### src/rtl/universal_shift_register.sv
// Parametrised shift/rotate register with parallel load, synchronous clear and
// multi-step sequences that run under a busy/done handshake.
module universal_shift_register #(
    parameter int WIDTH = 8,
    parameter int CNT_W = 4
) (
    input  logic             clk,
    input  logic             clr,
    input  logic [2:0]       op,
    input  logic             start,
    input  logic [CNT_W-1:0] amount,
    input  logic [WIDTH-1:0] in,
    input  logic             sin,
    output logic [WIDTH-1:0] out,
    output logic             sout,
    output logic             busy,
    output logic             done
);

    localparam logic [2:0] OP_HOLD = 3'b000;
    localparam logic [2:0] OP_LOAD = 3'b001;
    localparam logic [2:0] OP_LSR  = 3'b010;
    localparam logic [2:0] OP_LSL  = 3'b011;
    localparam logic [2:0] OP_ROR  = 3'b100;
    localparam logic [2:0] OP_ROL  = 3'b101;
    localparam logic [2:0] OP_ASR  = 3'b110;
    localparam logic [2:0] OP_CLR  = 3'b111;

    logic [WIDTH-1:0] data_reg, data_next;
    logic             sout_reg, sout_next;
    logic             done_reg, done_next;
    logic [2:0]       op_reg, op_next;
    logic [CNT_W-1:0] rem_reg, rem_next;

    logic [WIDTH-1:0] lsr_data, lsl_data, ror_data, rol_data, asr_data;

    // One-bit neighbour networks; the end bits pick up the fill value.
    genvar gi;
    generate
        for (gi = 0; gi < WIDTH; gi++) begin : g_bit
            if (gi == WIDTH - 1) begin : g_top
                assign lsr_data[gi] = sin;
                assign ror_data[gi] = data_reg[0];
                assign asr_data[gi] = data_reg[WIDTH-1];
            end else begin : g_notop
                assign lsr_data[gi] = data_reg[gi+1];
                assign ror_data[gi] = data_reg[gi+1];
                assign asr_data[gi] = data_reg[gi+1];
            end
            if (gi == 0) begin : g_bot
                assign lsl_data[gi] = sin;
                assign rol_data[gi] = data_reg[WIDTH-1];
            end else begin : g_notbot
                assign lsl_data[gi] = data_reg[gi-1];
                assign rol_data[gi] = data_reg[gi-1];
            end
        end
    endgenerate

    logic       busy_int;
    logic       is_shift_op;
    logic [2:0] exec_op;
    logic       do_exec;

    assign busy_int    = (rem_reg != '0);
    assign is_shift_op = (op >= OP_LSR) && (op <= OP_ASR);

    always_comb begin
        data_next = data_reg;
        sout_next = sout_reg;
        op_next   = op_reg;
        rem_next  = rem_reg;
        done_next = 1'b0;
        exec_op   = op;
        do_exec   = 1'b1;

        if (busy_int) begin
            // Inputs other than sin are ignored until the sequence drains.
            exec_op  = op_reg;
            rem_next = rem_reg - CNT_W'(1);
            if (rem_reg == CNT_W'(1)) begin
                done_next = 1'b1;
            end
        end else if (start && is_shift_op) begin
            if (amount == '0) begin
                do_exec   = 1'b0;
                done_next = 1'b1;
            end else begin
                op_next  = op;
                rem_next = amount - CNT_W'(1);
                if (amount == CNT_W'(1)) begin
                    done_next = 1'b1;
                end
            end
        end

        if (do_exec) begin
            case (exec_op)
                OP_HOLD: data_next = data_reg;
                OP_LOAD: data_next = in;
                OP_LSR: begin
                    data_next = lsr_data;
                    sout_next = data_reg[0];
                end
                OP_LSL: begin
                    data_next = lsl_data;
                    sout_next = data_reg[WIDTH-1];
                end
                OP_ROR: begin
                    data_next = ror_data;
                    sout_next = data_reg[0];
                end
                OP_ROL: begin
                    data_next = rol_data;
                    sout_next = data_reg[WIDTH-1];
                end
                OP_ASR: begin
                    data_next = asr_data;
                    sout_next = data_reg[0];
                end
                OP_CLR:  data_next = '0;
                default: data_next = data_reg;
            endcase
        end
    end

    always_ff @(posedge clk or negedge clr) begin
        if (!clr) begin
            data_reg <= '0;
            sout_reg <= 1'b0;
            done_reg <= 1'b0;
            op_reg   <= OP_HOLD;
            rem_reg  <= '0;
        end else begin
            data_reg <= data_next;
            sout_reg <= sout_next;
            done_reg <= done_next;
            op_reg   <= op_next;
            rem_reg  <= rem_next;
        end
    end

    assign out  = data_reg;
    assign sout = sout_reg;
    assign busy = busy_int;
    assign done = done_reg;

endmodule

### config.mk
export PLATFORM = sky130hd
export DESIGN_NAME = universal_shift_register
export DESIGN_NICKNAME = d
export VERILOG_FILES = /design/src/rtl/universal_shift_register.sv
export SDC_FILE = /design/constraint.sdc
export NUM_CORES = 1
export LEC_CHECK = 0
export BUFFER_PORTS_ARGS = -buffer_cell sky130_fd_sc_hd__buf_4
export CAP_MARGIN = 15
export CORE_UTILIZATION = 40
export CTS_BUF_LIST = sky130_fd_sc_hd__clkbuf_16
export DETAILED_ROUTE_END_ITERATION = 8
export SETUP_SLACK_MARGIN = 0.5
export SLEW_MARGIN = 10
export SYNTH_ARGS = -nofsm -noshare
export SYNTH_HDL_FRONTEND = slang
export SYNTH_SLANG_ARGS = --single-unit
### constraint.sdc
create_clock -name clk -period 2.4 [get_ports clk]
set_input_delay 0.24 -clock clk [delete_from_list [all_inputs] [get_ports clk]]
set_output_delay 0.24 -clock clk [all_outputs]
set_load 0.01 [all_outputs]
==> results.ini <==
[run_status]
outcome = finished clean

[floorplanning]
coreArea_um2 = 3050
die_y_um = 58.5
fp-row-count = 20
die_w_um = 58.5
initial_core_util_pct = 41.8
dieArea_um2 = 3420
ios = 30

[drt]
drt-initial-drc-count = 50
drc = 0
ant_nets = 0
dr.pass1.iters = 4
wl_um = 3460
vias_per_cell = 5.64
wl_per_cell_um = 15.6
vias = 1252

[cells_and_area]
mostFrequentLayoutCells = buf_4 (42), dfrtp_1 (17), nor2_1 (10), o21ai_0 (9), nor3_1 (7)
n_antenna_cell = 0
layout.nets = 202
layout-drive-gt1-share_pct = 43.8
largest_reg_flops = 8
area_delta_synth_final_pct = 47.4
layout_commonest_cell = buf_4

[critical_path]
crit_type = flop to flop
end_kind = flop
startpoint_type = flop
critPathArrivalTime_ps = 2090
worstPathMaxFanout = 7
max_stage_delay_ps = 380
crit_slowest_cell = dfrtp_1
crit_chain = inv_2 > ha_4 > nor3b_4 > inv_4 > buf_6 > mux2i_4 > a211oi_4 > mux2_4
critPathRequiredTime_ps = 2530

[synth]
ys_seq_area_share_pct = 33.3
synthFlopType = dfrtp_1
syn_avg_cell_area_um2 = 9.46
ys_ff_latch = 17
synth-edff-count = 0
syn_nets = 158
syn-cell-area_um2 = 1280
netlist_instances = 135
ys_types = 39
yosysWarnings = 0
postSynth.asyncResetShare_pct = 100

[sta]
tns_ps = 0
tightestPinTransition_ps = 560
setup_viol = 0
maxSlewHeadroom_pct = 62.6
timing.fmax_ghz = 0.511
min_period_ps = 1960
hold_ws_ps = 200
slew_viol_final = 0
clock_skew_ps = 2.59
fin_crit_sh_pct = 81.5
hold_viol = 0
rsz0062_at_grt = true

[power_and_ir_drop]
power_frac_clock_pct = 12.7
seq_power_share_pct = 24.7
leakage_nw = 0.840
max-vdd-ir-drop_v = 0.000571
p_int_mw = 1.57
p_comb_share_pct = 62.5
p_sw_share_pct = 40.7
switching_power_mw = 1.08
p_per_area_nw_per_um2 = 1400

[global_routing]
global_route.peak_usage_layer = met2
grt_use_met1_pct = 29.8
grt_util_met3_pct = 3.30
grt_usage_pct = 21.7
grt.overflow.total = 0
grtUsageMet2_pct = 35.5
grt_pass1_vias = 1188
grt_pass1_wl_um = 5580
grt_start_max_net_pins = 18
grt_antenna_before_repair = 0

[clocking]
numCtsBuffers = 3
cts.sinks = 17
cts_tree = done
cts.htree.levels = 1
cts_root_buf = clkbuf_16
clk_path_buf_depth = 2
clock_latency_ps = 250
clk_pin_slew_worst_paths_ps = 50

[place]
port_buffers = 29
gp_congestion = 0.830
place_hpwl_um = 2360

[worst_hold_path]
hold_path_class = input pin to flop

[flow_run]
drv_cap = 0

## Yosys cell counts, drive strengths merged (3+ instances only)
| master | n | share of area [%] |
|---|---|---|
| a21boi | 3 | 1.8 |
| a21oi | 3 | 1.2 |
| a221oi | 6 | 4.1 |
| clkbuf | 5 | 1.5 |
| dfrtp | 17 | 33 |
| ha | 4 | 3.9 |
| inv | 6 | 2.0 |
| mux2 | 9 | 8.5 |
| mux2i | 7 | 6.5 |
| nand2 | 5 | 1.5 |
| nand2b | 3 | 1.5 |
| nand3 | 3 | 1.2 |
| nor2 | 11 | 3.2 |
| nor3 | 7 | 2.7 |
| nor3b | 3 | 2.6 |
| o21ai | 9 | 3.5 |
| o31ai | 8 | 4.7 |
| xor2 | 4 | 2.7 |
## final timing paths
| kind | startpoint | end | slack, ps | cells after the start |
|---|---|---|---|---|
| hold reg to reg | sout$_DFFE_PN0P_ | sout$_DFFE_PN0P_ | 520 | 1 |
| max in group asynchronous | clr | out[4]$_DFFE_PN0P_ | 1800 | 2 |
| setup reg to reg | rem_reg[1]$_DFFE_PN0P_ | sout$_DFFE_PN0P_ | 440 | 8 |
| setup / recovery | rem_reg[1]$_DFFE_PN0P_ | sout$_DFFE_PN0P_ | 440 | 8 |
| hold / removal | amount[3] | done$_DFF_PN0_ | 200 | 2 |
| min in group asynchronous | clr | op_reg[1]$_DFFE_PN0P_ | 390 | 2 |
## metrics by stage
stage / power [mW] / setup slack (ps) / cell area [um2] / instances / util (%)
finish: 2.64 / 444 / 1880 / 222 / 61.7
global route: 2.82 / 359 / 1880 / 222 / 61.7
CTS: 2.44 / 448 / 1790 / 219 / 58.5
detailed placement: 1.86 / 226 / 1570 / 205 / 51.3
global placement: 1.84 / 295 / 1570 / 205 / 51.3
floorplan: 1.47 / 281 / 1290 / 135 / -
## critical path: cells and delay by family (launching register included)
family,cells,cell delay [ps]
AND/OR/NAND/NOR,1,230
buffers and inverters,3,340
AO/OA/AOI/OAI,1,250
multiplexers,2,500
adder cells (fa/ha/maj),1,130
flip-flops,1,380
## what timing repair did
item,4_1_cts,5_1_grt
cloned,0,0
hold endpoints to repair,17,0
setup buffers,9,3
pin swaps,2,3
endpoints found under the setup margin,12,12
resized for setup,12,12
hold buffers,1,0
## power groups by stage
stage / registers [mW] / clock network [mW] / logic (mW)
5_1_grt: 0.679 / 0.352 / 1.79
3_5_place_dp: 0.631 / 0 / 1.23
4_1_cts: 0.635 / 0.344 / 1.46
2_1_floorplan: 0.598 / 0 / 0.874
3_3_place_gp: 0.626 / 0 / 1.21
6_report: 0.652 / 0.337 / 1.65
## cell type report
cell class,instances,area [um2]
fill,273,1170
multi-input combinational,105,922
sequential,17,425
timing repair buffer,46,377
clock buffer,3,75.1
tap,44,55.1
inverter,6,25.0
clock inverter,1,3.75
## logic make-up (layout without fill, tap and decap cells)
kind of cell	count (synthesis)	after routing	synth area share, %
XOR/XNOR	4	4	2.74
buffers and inverters	13	56	4.21
AO/OA/AOI/OAI	40	40	22.5
AND/OR/NAND/NOR	41	41	18.3
multiplexers	16	16	15.0
adder cells (fa/ha/maj)	4	4	3.92
flip-flops	17	17	33.3
## metal layers
| layer | vias up | share of wire (%) |
|---|---|---|
| li1 | 595 | - |
| met1 | 632 | 47 |
| met2 | 20 | 49 |
| met3 | 5 | 2.6 |
| met4 | 0 | 1.0 |
| met5 | - | 0 |
(Power assumes the default switching activity.)
